--- src/rtl/score_display_defs.sv ---
// Shared constants and helpers for the score display: segment patterns,
// digit geometry, conversion FSM states and the BCD adjust step.
package score_display_defs;

    localparam int unsigned NUM_DIGITS = 4;
    localparam int unsigned BCD_W      = 16;
    localparam int unsigned SRC_W      = 14;

    // Active-low cathodes, bit order gfedcba.
    localparam logic [6:0] SEG_0     = 7'b1000000;
    localparam logic [6:0] SEG_1     = 7'b1111001;
    localparam logic [6:0] SEG_2     = 7'b0100100;
    localparam logic [6:0] SEG_3     = 7'b0110000;
    localparam logic [6:0] SEG_4     = 7'b0011001;
    localparam logic [6:0] SEG_5     = 7'b0010010;
    localparam logic [6:0] SEG_6     = 7'b0000010;
    localparam logic [6:0] SEG_7     = 7'b1111000;
    localparam logic [6:0] SEG_8     = 7'b0000000;
    localparam logic [6:0] SEG_9     = 7'b0010000;
    localparam logic [6:0] SEG_BLANK = 7'b1111111;

    typedef enum logic [1:0] {
        CONV_IDLE,
        CONV_SHIFT,
        CONV_COMMIT
    } conv_state_e;

    function automatic logic [6:0] seg_pattern(input logic [3:0] d);
        logic [6:0] p;
        case (d)
            4'd0:    p = SEG_0;
            4'd1:    p = SEG_1;
            4'd2:    p = SEG_2;
            4'd3:    p = SEG_3;
            4'd4:    p = SEG_4;
            4'd5:    p = SEG_5;
            4'd6:    p = SEG_6;
            4'd7:    p = SEG_7;
            4'd8:    p = SEG_8;
            4'd9:    p = SEG_9;
            default: p = SEG_BLANK;
        endcase
        return p;
    endfunction

    function automatic logic [BCD_W-1:0] bcd_add3(input logic [BCD_W-1:0] b);
        logic [BCD_W-1:0] r;
        r = b;
        for (int unsigned i = 0; i < NUM_DIGITS; i++) begin
            if (b[4*i +: 4] >= 4'd5) r[4*i +: 4] = b[4*i +: 4] + 4'd3;
        end
        return r;
    endfunction

endpackage

--- src/rtl/bin2bcd_seq.sv ---
// Sequential shift-add-3 binary to BCD converter with a committed output
// register; a start seen during COMMIT chains straight into the next run.
module bin2bcd_seq
    import score_display_defs::*;
(
    input  logic             clk,
    input  logic             reset,
    input  logic             start_i,
    input  logic [SRC_W-1:0] src_i,
    input  logic             ovf_i,
    output logic             busy_o,
    output logic             done_o,
    output logic [BCD_W-1:0] bcd_o,
    output logic             ovf_o
);

    localparam logic [3:0] SHIFT_LAST = 4'(SRC_W - 1);

    conv_state_e      state_q, state_d;
    logic [3:0]       cnt_q, cnt_d;
    logic [SRC_W-1:0] src_q, src_d;
    logic [BCD_W-1:0] acc_q, acc_d;
    logic [BCD_W-1:0] disp_q, disp_d;
    logic             ovfn_q, ovfn_d;
    logic             ovf_q, ovf_d;

    always_ff @(posedge clk) begin
        if (reset) begin
            state_q <= CONV_IDLE;
            cnt_q   <= '0;
            src_q   <= '0;
            acc_q   <= '0;
            disp_q  <= '0;
            ovfn_q  <= 1'b0;
            ovf_q   <= 1'b0;
        end else begin
            state_q <= state_d;
            cnt_q   <= cnt_d;
            src_q   <= src_d;
            acc_q   <= acc_d;
            disp_q  <= disp_d;
            ovfn_q  <= ovfn_d;
            ovf_q   <= ovf_d;
        end
    end

    always_comb begin
        state_d = state_q;
        cnt_d   = cnt_q;
        src_d   = src_q;
        acc_d   = acc_q;
        disp_d  = disp_q;
        ovfn_d  = ovfn_q;
        ovf_d   = ovf_q;
        unique case (state_q)
            CONV_IDLE: ;
            CONV_SHIFT: begin
                acc_d = (bcd_add3(acc_q) << 1) | BCD_W'(src_q[SRC_W-1]);
                src_d = src_q << 1;
                cnt_d = cnt_q + 4'd1;
                if (cnt_q == SHIFT_LAST) state_d = CONV_COMMIT;
            end
            CONV_COMMIT: begin
                disp_d  = acc_q;
                ovf_d   = ovfn_q;
                state_d = CONV_IDLE;
            end
            default: state_d = CONV_IDLE;
        endcase
        // Capture is shared by IDLE and COMMIT so back-to-back runs have no gap.
        if (start_i && state_q != CONV_SHIFT) begin
            src_d   = src_i;
            ovfn_d  = ovf_i;
            acc_d   = '0;
            cnt_d   = '0;
            state_d = CONV_SHIFT;
        end
    end

    assign busy_o = (state_q != CONV_IDLE);
    assign done_o = (state_q == CONV_COMMIT);
    assign bcd_o  = disp_q;
    assign ovf_o  = ovf_q;

endmodule

--- src/rtl/score_display_scanner.sv ---
// Four-digit decimal score display: saturates and converts the score to BCD,
// holds one pending update while busy, and scans digits onto seg/an.
module score_display_scanner
    import score_display_defs::*;
#(
    parameter int unsigned REFRESH_CLKS  = 50000,
    parameter bit          BLANK_LEADING = 1'b1,
    parameter int unsigned MAX_DISPLAY   = 9999
) (
    input  logic        clk,
    input  logic        reset,
    input  logic [15:0] value,
    input  logic        value_valid,
    output logic        busy,
    output logic        overflow,
    output logic [6:0]  seg,
    output logic [3:0]  an
);

    localparam int unsigned    RW      = $clog2(REFRESH_CLKS);
    localparam logic [RW-1:0]  RLAST   = RW'(REFRESH_CLKS - 1);
    localparam logic [15:0]    MAX_V   = 16'(MAX_DISPLAY);
    localparam logic [SRC_W-1:0] MAX_SRC = SRC_W'(MAX_DISPLAY);

    logic             pend_q, pend_d;
    logic [15:0]      pend_val_q, pend_val_d;
    logic             start;
    logic [15:0]      start_val;
    logic [SRC_W-1:0] start_src;
    logic             start_ovf;
    logic             conv_busy, conv_done;
    logic [BCD_W-1:0] disp;

    logic [RW-1:0]    rcnt_q, rcnt_d;
    logic [1:0]       idx_q, idx_d;
    logic [3:0]       an_q, an_d;
    logic [6:0]       seg_q, seg_d;
    logic [BCD_W-1:0] upper;
    logic             blank;

    always_ff @(posedge clk) begin
        if (reset) begin
            pend_q     <= 1'b0;
            pend_val_q <= '0;
            rcnt_q     <= '0;
            idx_q      <= '0;
            an_q       <= '1;
            seg_q      <= SEG_BLANK;
        end else begin
            pend_q     <= pend_d;
            pend_val_q <= pend_val_d;
            rcnt_q     <= rcnt_d;
            idx_q      <= idx_d;
            an_q       <= an_d;
            seg_q      <= seg_d;
        end
    end

    // A strobe landing on COMMIT is the newest value, so it beats any pending one.
    always_comb begin
        start      = 1'b0;
        start_val  = value;
        pend_d     = pend_q;
        pend_val_d = pend_val_q;
        if (conv_done) begin
            start     = value_valid || pend_q;
            start_val = value_valid ? value : pend_val_q;
            pend_d    = 1'b0;
        end else if (value_valid && conv_busy) begin
            pend_d     = 1'b1;
            pend_val_d = value;
        end else if (value_valid) begin
            start = 1'b1;
        end
        start_ovf = (start_val > MAX_V);
        start_src = start_ovf ? MAX_SRC : start_val[SRC_W-1:0];
    end

    bin2bcd_seq u_conv (
        .clk     (clk),
        .reset   (reset),
        .start_i (start),
        .src_i   (start_src),
        .ovf_i   (start_ovf),
        .busy_o  (conv_busy),
        .done_o  (conv_done),
        .bcd_o   (disp),
        .ovf_o   (overflow)
    );

    always_comb begin
        rcnt_d = (rcnt_q == RLAST) ? '0 : rcnt_q + 1'b1;
        idx_d  = (rcnt_q == RLAST) ? idx_q + 2'd1 : idx_q;
        upper  = disp >> {idx_q, 2'b00};
        blank  = BLANK_LEADING && (idx_q != 2'd0) && (upper == '0);
        an_d   = ~(4'b0001 << idx_q);
        seg_d  = blank ? SEG_BLANK : seg_pattern(disp[{idx_q, 2'b00} +: 4]);
    end

    assign busy = conv_busy;
    assign seg  = seg_q;
    assign an   = an_q;

endmodule
--- config.mk ---
export PLATFORM = sky130hd
export DESIGN_NAME = score_display_scanner
export DESIGN_NICKNAME = d
export VERILOG_FILES = /design/src/rtl/score_display_defs.sv /design/src/rtl/bin2bcd_seq.sv /design/src/rtl/score_display_scanner.sv
export SDC_FILE = /design/constraint.sdc
export NUM_CORES = 1
export LEC_CHECK = 0
export ABC_AREA = 1
export BUFFER_PORTS_ARGS = -buffer_cell sky130_fd_sc_hd__buf_2
export CAP_MARGIN = 20
export CORE_MARGIN = 1
export CORE_UTILIZATION = 45
export DETAILED_ROUTE_END_ITERATION = 7
export SLEW_MARGIN = 20
export SYNTH_ARGS = -nofsm -noshare
export SYNTH_HDL_FRONTEND = slang
export SYNTH_SLANG_ARGS = --single-unit
--- constraint.sdc ---
create_clock -name clk -period 2 [get_ports clk]
set_input_delay 0.1 -clock clk [delete_from_list [all_inputs] [get_ports clk]]
set_output_delay 0.1 -clock clk [all_outputs]
set_load 0.02 [all_outputs]
---- After elaboration in Yosys (flattened, before gate mapping) ----
Memory sizes are Yosys's and may differ from the RTL's. A register that Yosys moved wholly into a read port is not among the register bits.
Index checks and enable logic that the tools add are counted.
Widths: inputs -> output; s select.
storage, ports and cells
  memories kept ........................... 1
  input port bits ......................... 19
  bits in read-only memories .............. 112
  register bits ........................... 93
memories
  name              words  width  rd ports  clocked after memory_dff  write ports  line                      text
  (name not given)  16     7      1         1                         0            score_display_defs.sv:30  case (d)
operators by class
  shift-type cells ........................ 3
  muxes and demuxes ....................... 19
  add/sub/neg operators ................... 7
  equality and inequality tests ........... 8
  bitwise operators ....................... 4
  reduce and logical (&&, ||, !) cells .... 16
  order comparisons ....................... 5
operators by type and width
  kind                   count
  $mux 14                3
  $mux 16                2
  $mux 4                 6
  $add 16x1->16 const B  1
  $eq 16x16->1 const B   1
  $ge 4x3->1 const B     4
  $gt 16x14->1 const B   1
  $logic_not 16->1       1
  $or 16x1->16           1
  $shiftx 16x5->4        1
  $shr 16x4->16          1
  $add 4x2->4 const B    3
  $reduce_or 2->1        4
  $mux 3                 2
  $ne 2x1->1 const B     3
  $reduce_and 2->1       3
  $reduce_bool 2->1      3
  $add 4x1->4 const B    1
  $eq 4x4->1 const B     1
  $mux 1                 4
  $not 4->4              1
  $pmux 2 s2             1
  $shl 1x2->4 const A    1
  $add 3x2->3 const B    1
  9 further kinds        12

---- Logic depth before layout (Yosys ltp) ----
Gate-level depths: netlist (run 1).
  depth in word-level cells ............... 7
  gate-level depth with buffers ........... 13
  mapped depth without buffers ............ 12

---- Hierarchy ----
From an unflattened synthesis (run 1), not the netlist that was laid out.
second synthesis, totals
  cells, all modules ...................... 752
  area, all modules ....................... 5,182.5 sq um
modules (own cells, without submodules)
  module                 sequential area each (sq um)  area an instance (sq um)  cells an instance  instances
  score_display_scanner  920.9                         2,632.5                   389                1
  bin2bcd_seq            1,081.0                       2,549.9                   363                1

---- Worst setup path after synthesis (run 1) ----
Ideal clock, no wire load.
  path kind ............................... register to register
  start ................................... reg idx_q[0]
  end ..................................... reg seg_q[0], in the netlist seg[0]
  setup time .............................. 0.142 ns
  cell stages (with the launch flop) ...... 12
  required time ........................... 1.858 ns
  path slack .............................. 0.111 ns
  clock period less this slack ............ 1.889 ns
  arrival time ............................ 1.747 ns
  cells stage by stage .................... dfxtp_1 -> buf_2 -> or2_2 -> o211ai_1 -> nand2_1 -> inv_1 -> ha_1 -> inv_1 -> nor3_1 -> o211a_1 -> a21oi_1 -> nand3_1
between the ends
  word-level cells in the longest chain between the ends .. 4
  elaborated cells on any way between the ends .. 6
  those cells by class .................... shift (2); reduce/logical (4)
ends and longest elaborated chain
  item                              line                         text
  start: declaration                score_display_scanner.sv:35  logic [1:0] idx_q, idx_d;
  start signal: assignment          score_display_scanner.sv:53  idx_q <= idx_d;
  $shr 16x4->16                     score_display_scanner.sv:94  upper = disp >> {idx_q, 2'b00};
  $logic_not 16->1                  score_display_scanner.sv:95  blank = BLANK_LEADING && (idx_q != 2'd0) && (upper == '0);
  $logic_and 1x1->1                 score_display_scanner.sv:95
  $reduce_or 2->1 (no source line)  n/a
  end: declaration                  score_display_scanner.sv:37  logic [6:0] seg_q, seg_d;
Parallel ways exist; a longest one is shown, timed or not.
A chain may end at the register's enable or synchronous reset.

---- Worst setup path after layout (run 1) ----
  start ................................... reg idx_q[1]
  end ..................................... reg seg_q[0], in the netlist seg[0]
Same word-level chain as after synthesis.

==> results.txt, run 1 <==
Final HPWL DP = 7800 um
Seq/Total Area, Yosys = 41.8%
P_sw = 0.969 mW
synthesized netlist cell count = 654
Setup violations, final = 0
Finished Layout Cells = 839
critical path capture point type = flip-flop
switch share = 24.6%
critical path's most frequent cell = inv_1
final-report max-slew violation count = 0
Max Freq = 0.543 GHz
RR Endpoint = seg[0]
CTS tree = built
Cell Chain, Critical Path = clkinv_1 > o211ai_1 > nand2_1 > inv_1 > ha_1 > inv_1 > nor3_1 > o211a_1 > a21oi_1 > buf_4 > nand3_1
Setup crit start kind = flip-flop
average instance area after synthesis = 7.32 um2
initial antenna violation count = 0
chip height = 105 um
peak fanout along the critical path = 10
Syn. warnings = 0
hold slack = 19.2 ps
clk slew on worst S/H paths = 90 ps
Top Ports = 32
post-synth cell types = 35
Setup crit start = idx_q[1]
# rows = 37
Initial Util = 46.4%
Total Die Area = 11,100 um2
CTS sink count = 100
Yosys reg bits = 100
Mapped Area = 4790 um2
vias in the first global route = 3,874
antenna-violating nets left = 0
Vias per Instance = 5.13
Initial DRC Count = 262
GRT Util Overall = 20.3%
critical path endpoint = seg[0]
Tcrit/Tclk final = 92.1%
WP depth = 11
Critical Setup Path Class = flip-flop to flip-flop
Largest stage delay, worst path = 340 ps
Detailed Routing Iterations Pass 1 = 4
core area = 10,300 um2
Net Count, Synth = 692
dpl ws = 95.9 ps
maxcap violations = 0
first-pass GRT wire length = 18,000 um
final hold violations = 0
relative slew slack = 65.9%
fin crit period = 1840 ps
DRT Wirelength = 10,400 um
share of layout cells above drive strength 1 = 14.5%
vias post-DR = 4,302
slowest stage cell, crit path = dfxtp_1
P_leak = 2.30 nW
Inst Count DP = 820
Sequential Power Share = 53.5%
critical path arrival = 2150 ps
hold path startpoint = value[7]
post-route setup slack = 159 ps
outcome = finished, final reports clean
DRC = 0
CP delay by family, top = buffers and inverters
final instance area = 5450 um2
worst path bufs/invs = 4
worst slew pin tran = 505 ps
FF-to-FF setup slack = 160 ps
Gate power share = 10.3%
IO buf count = 31
Hold Crit Class = primary input to flip-flop
clock root cell = clkbuf_8
Post-Route Setup TNS = 0 ps
final RePlAce weighted congestion = 0.939
P_int = 2.96 mW
Pwr Density = 722 nW/um2
Required @ worst endpoint = 2310 ps
Area Overhead vs Synth = 13.8%
worst vdd ir = 0.000552 V
final net count = 736
worst-skew pair later-pin latency = 370 ps
Post-DP Area = 5180 um2
unrepaired setup endpoints after global routing = no
GRT Residual Overflow = 0
r2r startpoint = idx_q[1]
largest net degree at the start of global routing = 27
DR WL/cell = 12.5 um
Max clock buf depth = 2
Die Wd = 105 um
worst reg2reg path depth = 11
H-tree levels = 3
# diodes = 0
CTS Buf Count = 9
clock power share = 36.2%
Worst Skew = 7.47 ps
## cells in the mapped netlist
cell type,n,share of area [%]
inv_2,4,0.31
o21ai_1,2,0.21
nand2_1,139,11
o21ai_0,69,7.2
xnor2_1,3,0.55
a21oi_2,6,1.1
nor3b_1,4,0.63
nand3_2,3,0.63
nor3_1,10,1.0
or2_2,11,1.4
nor4_1,2,0.26
buf_4,1,0.16
a21oi_4,1,0.34
o211a_1,1,0.21
buf_2,6,0.63
clkbuf_1,16,1.3
nor2_4,1,0.24
nand3_1,37,3.9
nor2_1,45,3.5
a221oi_1,1,0.18
inv_1,69,5.4
o21bai_1,2,0.31
ha_1,19,5.0
o21a_1,2,0.31
nand4_1,7,0.91
clkinv_1,3,0.24
nand2_4,1,0.24
o211ai_1,15,2.4
o41ai_1,1,0.18
and3_1,1,0.13
xor2_1,7,1.3
a21oi_1,60,6.3
buf_6,2,0.47
nor2_2,3,0.39
dfxtp_1,100,42
## routing by layer
| metal | global-route usage, % | wire length (um) |
|---|---|---|
| met5 | 0 | 0 |
| met4 | 4.53 | 98 |
| met3 | 5.36 | 419 |
| met2 | 33.6 | 4840 |
| met1 | 26.5 | 5090 |
## power groups by stage
stage	logic [mW]	registers, mW	clock network [mW]
2_1_floorplan	0.265	2.15	0
3_3_place_gp	0.392	2.15	0
3_5_place_dp	0.402	2.15	0
4_1_cts	0.409	2.11	1.48
5_1_grt	0.462	2.11	1.57
6_report	0.406	2.10	1.42
## logic make-up after synthesis
group	share of synthesized area [%]
AND/OR/NAND/NOR	24.2
AO/OA/AOI/OAI	18.7
buffers and inverters	8.47
flip-flops	41.8
adder cells (fa/ha/maj)	4.97
XOR/XNOR	1.83
## worst min path at each step
stage                      to  slack (ps)  depth (start not counted)
6_report        pend_val_q[7]          20                          3
5_1_grt        pend_val_q[14]          20                          3
4_1_cts        pend_val_q[13]           2                          3
3_5_place_dp    pend_val_q[9]         390                          3
3_3_place_gp    pend_val_q[9]         390                          3
2_1_floorplan   pend_val_q[7]         170                          1
## cells in the final DEF (no fill, tap or decap), types with 4 or more instances in the layout
| master | instances |
|---|---|
| inv_1 | 69 |
| nand2_1 | 139 |
| xor2_1 | 7 |
| or2_2 | 11 |
| buf_2 | 31 |
| nand4_1 | 7 |
| a21oi_2 | 6 |
| dfxtp_1 | 99 |
| o21ai_0 | 69 |
| a21oi_1 | 60 |
| nor3b_1 | 4 |
| clkbuf_8 | 10 |
| nor2_1 | 45 |
| o211ai_1 | 15 |
| nor3_1 | 10 |
| nand3_1 | 37 |
| ha_1 | 19 |
| inv_2 | 4 |
| buf_4 | 23 |
## registers in the layout, indices dropped and copies added, names as in the netlist
signal / cells
pend_val_q: 16
u_conv.ovf_o: 1
u_conv.bcd_o: 16
rcnt_q: 16
seg: 7
an: 4
u_conv.src_q: 14
pend_q: 1
u_conv.cnt_q: 4
idx_q: 2
u_conv.acc_q: 16
u_conv.ovfn_q: 1
u_conv.state_q: 2
## tightest hold or removal path, cell delays in order
cell and delay, ps:
buf_2 110, nand3_1 70, a21oi_1 50
## stage by stage
step / power, mW / util [%]
global route: 4.14 / 52.8
CTS: 3.99 / 52.7
global placement: 2.54 / 50.2
detailed placement: 2.55 / 50.2
floorplan: 2.41 / -
finish: 3.93 / 52.8
## layout make-up
| type | instances | area (um2) |
|---|---|---|
| clock inverter | 5 | 85.1 |
| timing repair buffer | 58 | 378 |
| clock buffer | 11 | 141 |
| fill | 1022 | 4880 |
| sequential | 100 | 2010 |
| inverter | 76 | 285 |
| multi-input combinational | 453 | 2380 |
| tap | 136 | 170 |
## repair_timing
item,4_1_cts,5_1_grt
setup endpoints to repair,0,7
endpoints found under the hold margin,3,0
setup buffers,0,0
resized for setup,0,3
hold buffers,3,0
Power figures use the tool's default switching activity.
==> run 2: changes to the inputs <==
Settings changed: CORE_UTILIZATION 45 to 35.
==> results.txt, run 2 (synthesis gave the netlist of run 1 again) <==
antenna-violating nets left = 0 (unchanged)
Vias per Instance = 4.87 (was 5.13)
peak fanout along the critical path = 10 (unchanged)
post-route setup slack = 165 ps (was 159 ps)
Area Overhead vs Synth = 16.6% (was 13.8%)
most frequent cells in the layout = nand2_1, dfxtp_1, o21ai_0 (was nand2_1, dfxtp_1, inv_1, o21ai_0, a21oi_1)
GRT Util Overall = 15.6% (was 20.3%)
Sequential Power Share = 48.4% (was 53.5%)
vias in the first global route = 3,919 (was 3,874)
first-pass GRT wire length = 17,900 um (was 18,000 um)
# rows = 42 (was 37)
worst vdd ir = 0.000403 V (was 0.000552 V)
IO buf count = 31 (unchanged)
Post-Route Setup TNS = 0 ps (unchanged)
clock root cell = clkbuf_16 (was clkbuf_8)
Max Freq = 0.545 GHz (was 0.543 GHz)
Die Wd = 119 um (was 105 um)
CTS Buf Count = 9 (unchanged)
Critical Setup Path Class = flip-flop to flip-flop (unchanged)
P_sw = 1.13 mW (was 0.969 mW)
Cell Chain, Critical Path = clkinvlp_4 > o211ai_1 > o21a_1 > ha_1 > inv_1 > nor3_1 > o211a_1 > a21oi_1 > buf_4 > nand3_1 (was clkinv_1 > o211ai_1 > nand2_1 > inv_1 > ha_1 > inv_1 > nor3_1 > o211a_1 > a21oi_1 > buf_4 > nand3_1)
cts hold-fix bufs = 0 (was 3)
Required @ worst endpoint = 2290 ps (was 2310 ps)
DR WL/cell = 12.0 um (was 12.5 um)
critical path capture point type = flip-flop (unchanged)
final RePlAce weighted congestion = 0.849 (was 0.939)
RR Endpoint = seg[0] (unchanged)
Largest stage delay, worst path = 380 ps (was 340 ps)
most common cell after layout, fill and taps aside = nand2_1 (unchanged)
CTS sink count = 100 (unchanged)
worst-skew pair later-pin latency = 350 ps (was 370 ps)
final net count = 736 (unchanged)
dpl ws = 35.1 ps (was 95.9 ps)
r2r startpoint = idx_q[1] (unchanged)
vias post-DR = 4,280 (was 4,302)
Detailed Routing Iterations Pass 1 = 5 (was 4)
core area = 13,300 um2 (was 10,300 um2)
DRC = 0 (unchanged)
Inst Count DP = 861 (was 820)
DRT Wirelength = 10,500 um (was 10,400 um)
final-report max-slew violation count = 0 (unchanged)
Top Ports = 32 (unchanged)
P_int = 3.22 mW (was 2.96 mW)
met3 routed WL = 456 um (was 419 um)
final hold violations = 0 (unchanged)
initial antenna violation count = 0 (unchanged)
relative slew slack = 69.6% (was 65.9%)
Tcrit/Tclk final = 91.8% (was 92.1%)
worst reg2reg path depth = 10 (was 11)
slowest stage cell, crit path = dfxtp_1 (unchanged)
GRT Residual Overflow = 0 (unchanged)
max layer used = met4 (unchanged)
Pwr Density = 779 nW/um2 (was 722 nW/um2)
Setup violations, final = 0 (unchanged)
Final HPWL DP = 7680 um (was 7800 um)
Gate power share = 9.1% (was 10.3%)
# diodes = 0 (unchanged)
Max clock buf depth = 2 (unchanged)
critical path endpoint = seg[0] (unchanged)
share of layout cells above drive strength 1 = 15.5% (was 14.5%)
switch share = 26.0% (was 24.6%)
wl on met1 = 5280 um (was 5090 um)
fin crit period = 1840 ps (about the same)
outcome = finished, final reports clean (unchanged)
chip height = 119 um (was 105 um)
Initial DRC Count = 291 (was 262)
Initial Util = 36.0% (was 46.4%)
H-tree levels = 3 (unchanged)
FF-to-FF setup slack = 160 ps (about the same)
critical path arrival = 2130 ps (was 2150 ps)
maxcap violations = 0 (unchanged)
Setup crit start = idx_q[1] (unchanged)
Worst Skew = 14.2 ps (was 7.47 ps)
worst slew pin tran = 451 ps (was 505 ps)
metal2 WL = 4680 um (was 4840 um)
Finished Layout Cells = 879 (was 839)
P_leak = 2.34 nW (was 2.30 nW)
clock power share = 42.5% (was 36.2%)
clk slew on worst S/H paths = 80 ps (was 90 ps)
CTS tree = built (unchanged)
Setup crit start kind = flip-flop (unchanged)
Total Die Area = 14,100 um2 (was 11,100 um2)
largest net degree at the start of global routing = 46 (was 27)
unrepaired setup endpoints after global routing = no (unchanged)
Hold Crit Class = primary input to flip-flop (unchanged)
[run 2: cell types whose count changed in the layout (fill, tap and decap cells not counted), moves of 2 or more]
| cell | previous run | this run |
|---|---|---|
| clkbuf_16 | 0 | 9 |
| dlygate4sd3_1 | 3 | 0 |
| inv_6 | 0 | 2 |
| clkbuf_8 | 10 | 0 |
| clkinv_1 | 3 | 1 |
| inv_2 | 4 | 6 |
| buf_4 | 23 | 26 |
[run 2: repair_timing]
item | in CTS | in global routing
setup buffers | 0 | 2
endpoints found under the setup margin | 0 | 14
resized for setup | 0 | 5
[run 2: metrics by stage]
step	power (mW)	area (um2)	utilization, %	hold slack [ps]
2_1_floorplan	2.41	4790	-	169
3_3_place_gp	2.54	5240	39.4	383
3_5_place_dp	2.55	5240	39.4	389
4_1_cts	4.38	5560	41.8	14.7
5_1_grt	4.52	5580	42.0	27.2
6_report	4.35	5580	42.0	23.9
[run 2: power groups by stage]
| stage | Sequential [mW] | Clock (mW) | Combinational, mW |
|---|---|---|---|
| 2_1_floorplan | 2.15 | 0 | 0.265 |
| 3_3_place_gp | 2.15 | 0 | 0.387 |
| 3_5_place_dp | 2.15 | 0 | 0.396 |
| 4_1_cts | 2.10 | 1.88 | 0.398 |
| 5_1_grt | 2.11 | 1.96 | 0.447 |
| 6_report | 2.10 | 1.85 | 0.396 |
[run 2: worst min path at each step]
stage	slack (ps)	cells after the start	to	start
detailed placement	390	3	pend_val_q[14]	value[14]
global route	30	3	pend_val_q[14]	value[14]
global placement	380	3	pend_val_q[15]	value[15]
CTS	10	3	pend_val_q[6]	value[6]
floorplan	170	1	pend_val_q[7]	reset
finish	20	3	pend_val_q[6]	value[6]
[run 2: worst max-delay path: cells and delay by family, from the launching register on]
kind            cells  cell delay, ps
compound gates      4             580
buf+inv             3             440
simple gates        2             200
flops               1             380
fa+ha+maj           1             180
[run 2: per-layer routing]
layer / vias to the layer above / track usage, %
met5: - / 0
met4: 0 / 5.93
met3: 7 / 3.40
met2: 88 / 24.2
met1: 1952 / 21.1
li1: 2233 / -
[run 2: layout make-up]
cell class	instances	area, um2
Fill cell	1342	7710
Multi-Input combinational cell	453	2380
Sequential cell	100	2000
Timing Repair Buffer	58	370
Inverter	76	289
Clock buffer	9	225
Tap cell	176	220
Clock inverter	7	91.3
==> run 3: changes to the inputs <==
--- a/config.mk
+++ b/config.mk
@@ -8,8 +8,9 @@
 export ABC_AREA = 1
 export BUFFER_PORTS_ARGS = -buffer_cell sky130_fd_sc_hd__buf_2
-export CAP_MARGIN = 20
+export CAP_MARGIN = 0
 export CORE_MARGIN = 1
 export CORE_UTILIZATION = 35
 export DETAILED_ROUTE_END_ITERATION = 7
+export PLACE_DENSITY_LB_ADDON = 0.12
 export SLEW_MARGIN = 20
 export SYNTH_ARGS = -nofsm -noshare
==> constraint.sdc (replaced) <==
create_clock -name clk -period 2 [get_ports clk]
set_input_delay 0.2 -clock clk [delete_from_list [all_inputs] [get_ports clk]]
set_output_delay 0.2 -clock clk [all_outputs]
set_load 0.02 [all_outputs]
==> results.txt, run 3 (synthesis gave the netlist of run 1 again) <==
outcome = finished, final reports clean (unchanged)
hold path startpoint = value[9] (was value[6])
Tcrit/Tclk final = 92.9% (was 91.8%)
Setup violations, final = 0 (unchanged)
clock root cell = clkbuf_16 (unchanged)
Max Freq = 0.538 GHz (was 0.545 GHz)
vias in the first global route = 3,993 (was 3,919)
GRT Residual Overflow = 0 (unchanged)
Pwr Total = 4.39 mW (was 4.35 mW)
fin crit period = 1860 ps (was 1840 ps)
worst-skew pair later-pin latency = 350 ps (about the same)
Total Die Area = 14,100 um2 (unchanged)
critical path capture point type = flip-flop (unchanged)
CTS tree = built (unchanged)
Sequential Power Share = 47.9% (was 48.4%)
critical path arrival = 2140 ps (was 2130 ps)
most common cell after layout, fill and taps aside = nand2_1 (unchanged)
DR WL/cell = 12.6 um (was 12.0 um)
final hold violations = 0 (unchanged)
GRT Util Overall = 16.4% (was 15.6%)
final RePlAce weighted congestion = 0.808 (was 0.849)
P_leak = 2.35 nW (was 2.34 nW)
core area = 13,300 um2 (unchanged)
Area Overhead vs Synth = 16.8% (was 16.6%)
Top Ports = 32 (unchanged)
peak fanout along the critical path = 9 (was 10)
Post-DP Area = 5210 um2 (was 5240 um2)
cell depth of the worst hold path = 3 (unchanged)
Critical Setup Path Class = flip-flop to flip-flop (unchanged)
H-tree levels = 3 (unchanged)
DRC = 0 (unchanged)
Setup crit start kind = flip-flop (unchanged)
clk slew on worst S/H paths = 70 ps (was 80 ps)
clock power share = 43.0% (was 42.5%)
chip height = 119 um (unchanged)
Max clock buf depth = 2 (unchanged)
Worst Skew = 6.88 ps (was 14.2 ps)
cts hold-fix bufs = 0 (unchanged)
IO buf count = 31 (unchanged)
worst vdd ir = 0.000499 V (was 0.000403 V)
worst slew pin tran = 425 ps (was 451 ps)
Initial DRC Count = 276 (was 291)
Vias per Instance = 4.88 (was 4.87)
RR Endpoint = seg[3] (was seg[0])
antenna-violating nets left = 0 (unchanged)
P_sw = 1.05 mW (was 1.13 mW)
Final HPWL DP = 8040 um (was 7680 um)
# rows = 42 (unchanged)
DRT Wirelength = 11,100 um (was 10,500 um)
first-pass GRT wire length = 18,600 um (was 17,900 um)
relative slew slack = 71.6% (was 69.6%)
final-report max-slew violation count = 0 (unchanged)
Required @ worst endpoint = 2290 ps (about the same)
Pwr Density = 785 nW/um2 (was 779 nW/um2)
unrepaired setup endpoints after global routing = no (unchanged)
Hold Crit Class = primary input to flip-flop (unchanged)
CTS Buf Count = 9 (unchanged)
vias post-DR = 4,284 (was 4,280)
most frequent cells in the layout = nand2_1, dfxtp_1, o21ai_0 (unchanged)
worst reg2reg path depth = 10 (unchanged)
final net count = 735 (was 736)
CTS sink count = 100 (unchanged)
switch share = 23.9% (was 26.0%)
P_int = 3.34 mW (was 3.22 mW)
Gate power share = 9.1% (about the same)
maxcap violations = 0 (unchanged)
share of layout cells above drive strength 1 = 15.7% (was 15.5%)
FF-to-FF setup slack = 140 ps (was 160 ps)
Post-Route Setup TNS = 0 ps (unchanged)
Initial Util = 36.0% (unchanged)
initial antenna violation count = 0 (unchanged)
Die Wd = 119 um (unchanged)
# diodes = 0 (unchanged)
final instance area = 5590 um2 (was 5580 um2)
hold path endpoint = pend_val_q[9] (was pend_val_q[6])
r2r startpoint = idx_q[0] (was idx_q[1])
largest net degree at the start of global routing = 46 (unchanged)
Detailed Routing Iterations Pass 1 = 4 (was 5)
-- run 3: how the worst max path moves through the flow --
| stage | slack (ps) | start | to | depth (start not counted) |
|---|---|---|---|---|
| after floorplan | 110 | idx_q[0] | seg[0] | 11 |
| after global placement | 150 | idx_q[0] | seg[2] | 13 |
| after detailed placement | 5 | idx_q[0] | seg[3] | 13 |
| after CTS | 100 | idx_q[0] | seg[3] | 13 |
| after global routing | 2 | idx_q[0] | seg[0] | 11 |
| final | 140 | idx_q[0] | seg[3] | 10 |
-- run 3: worst max-delay path, stage by stage, from the launching register on --
cell	delay, ps
dfxtp_2	360
or2_2	290
o211ai_1	90
o21a_1	200
ha_1	180
inv_1	70
nor3_1	140
o211a_1	170
a21oi_1	70
buf_4	160
nand3_1	60
-- run 3: repair_timing --
item,CTS,global route
endpoints found under the setup margin,6,19
buffers inserted,0,5
resized for setup,1,7
pin swaps,0,2
-- run 3: per-stage QoR --
stage	worst slack, ps	hold slack [ps]	utilization, %	cells
finish	143	139	42.1	878
global route	1.69	132	42.1	878
CTS	103	120	41.7	873
detailed placement	5.06	439	39.2	857
global placement	146	430	39.2	857
floorplan	111	269	-	654
-- run 3: final cells by class --
| type | instances | area (um2) |
|---|---|---|
| clock buffers | 10 | 239 |
| inverters | 76 | 285 |
| multi-input cells | 453 | 2390 |
| well taps | 176 | 220 |
| clock inverters | 6 | 87.6 |
| flip-flops and latches | 100 | 2000 |
| fillers | 1363 | 7700 |
| repair buffers | 57 | 363 |
-- run 3: metal layers --
| metal | GRT usage [%] | vias to the layer above | wire length [um] |
|---|---|---|---|
| met3 | 4.98 | 10 | 396 |
| met2 | 26.7 | 68 | 5300 |
| met5 | 0 | - | 0 |
| met4 | 5.62 | 0 | 125 |
| li1 | - | 2231 | - |
| met1 | 20.4 | 1975 | 5260 |
-- run 3: power by group through the flow --
stage | clock network [mW] | logic, mW | registers, mW
global route | 2.05 | 0.452 | 2.11
finish | 1.89 | 0.399 | 2.11
global placement | 0 | 0.392 | 2.15
CTS | 1.95 | 0.401 | 2.10
floorplan | 0 | 0.265 | 2.15
detailed placement | 0 | 0.398 | 2.15
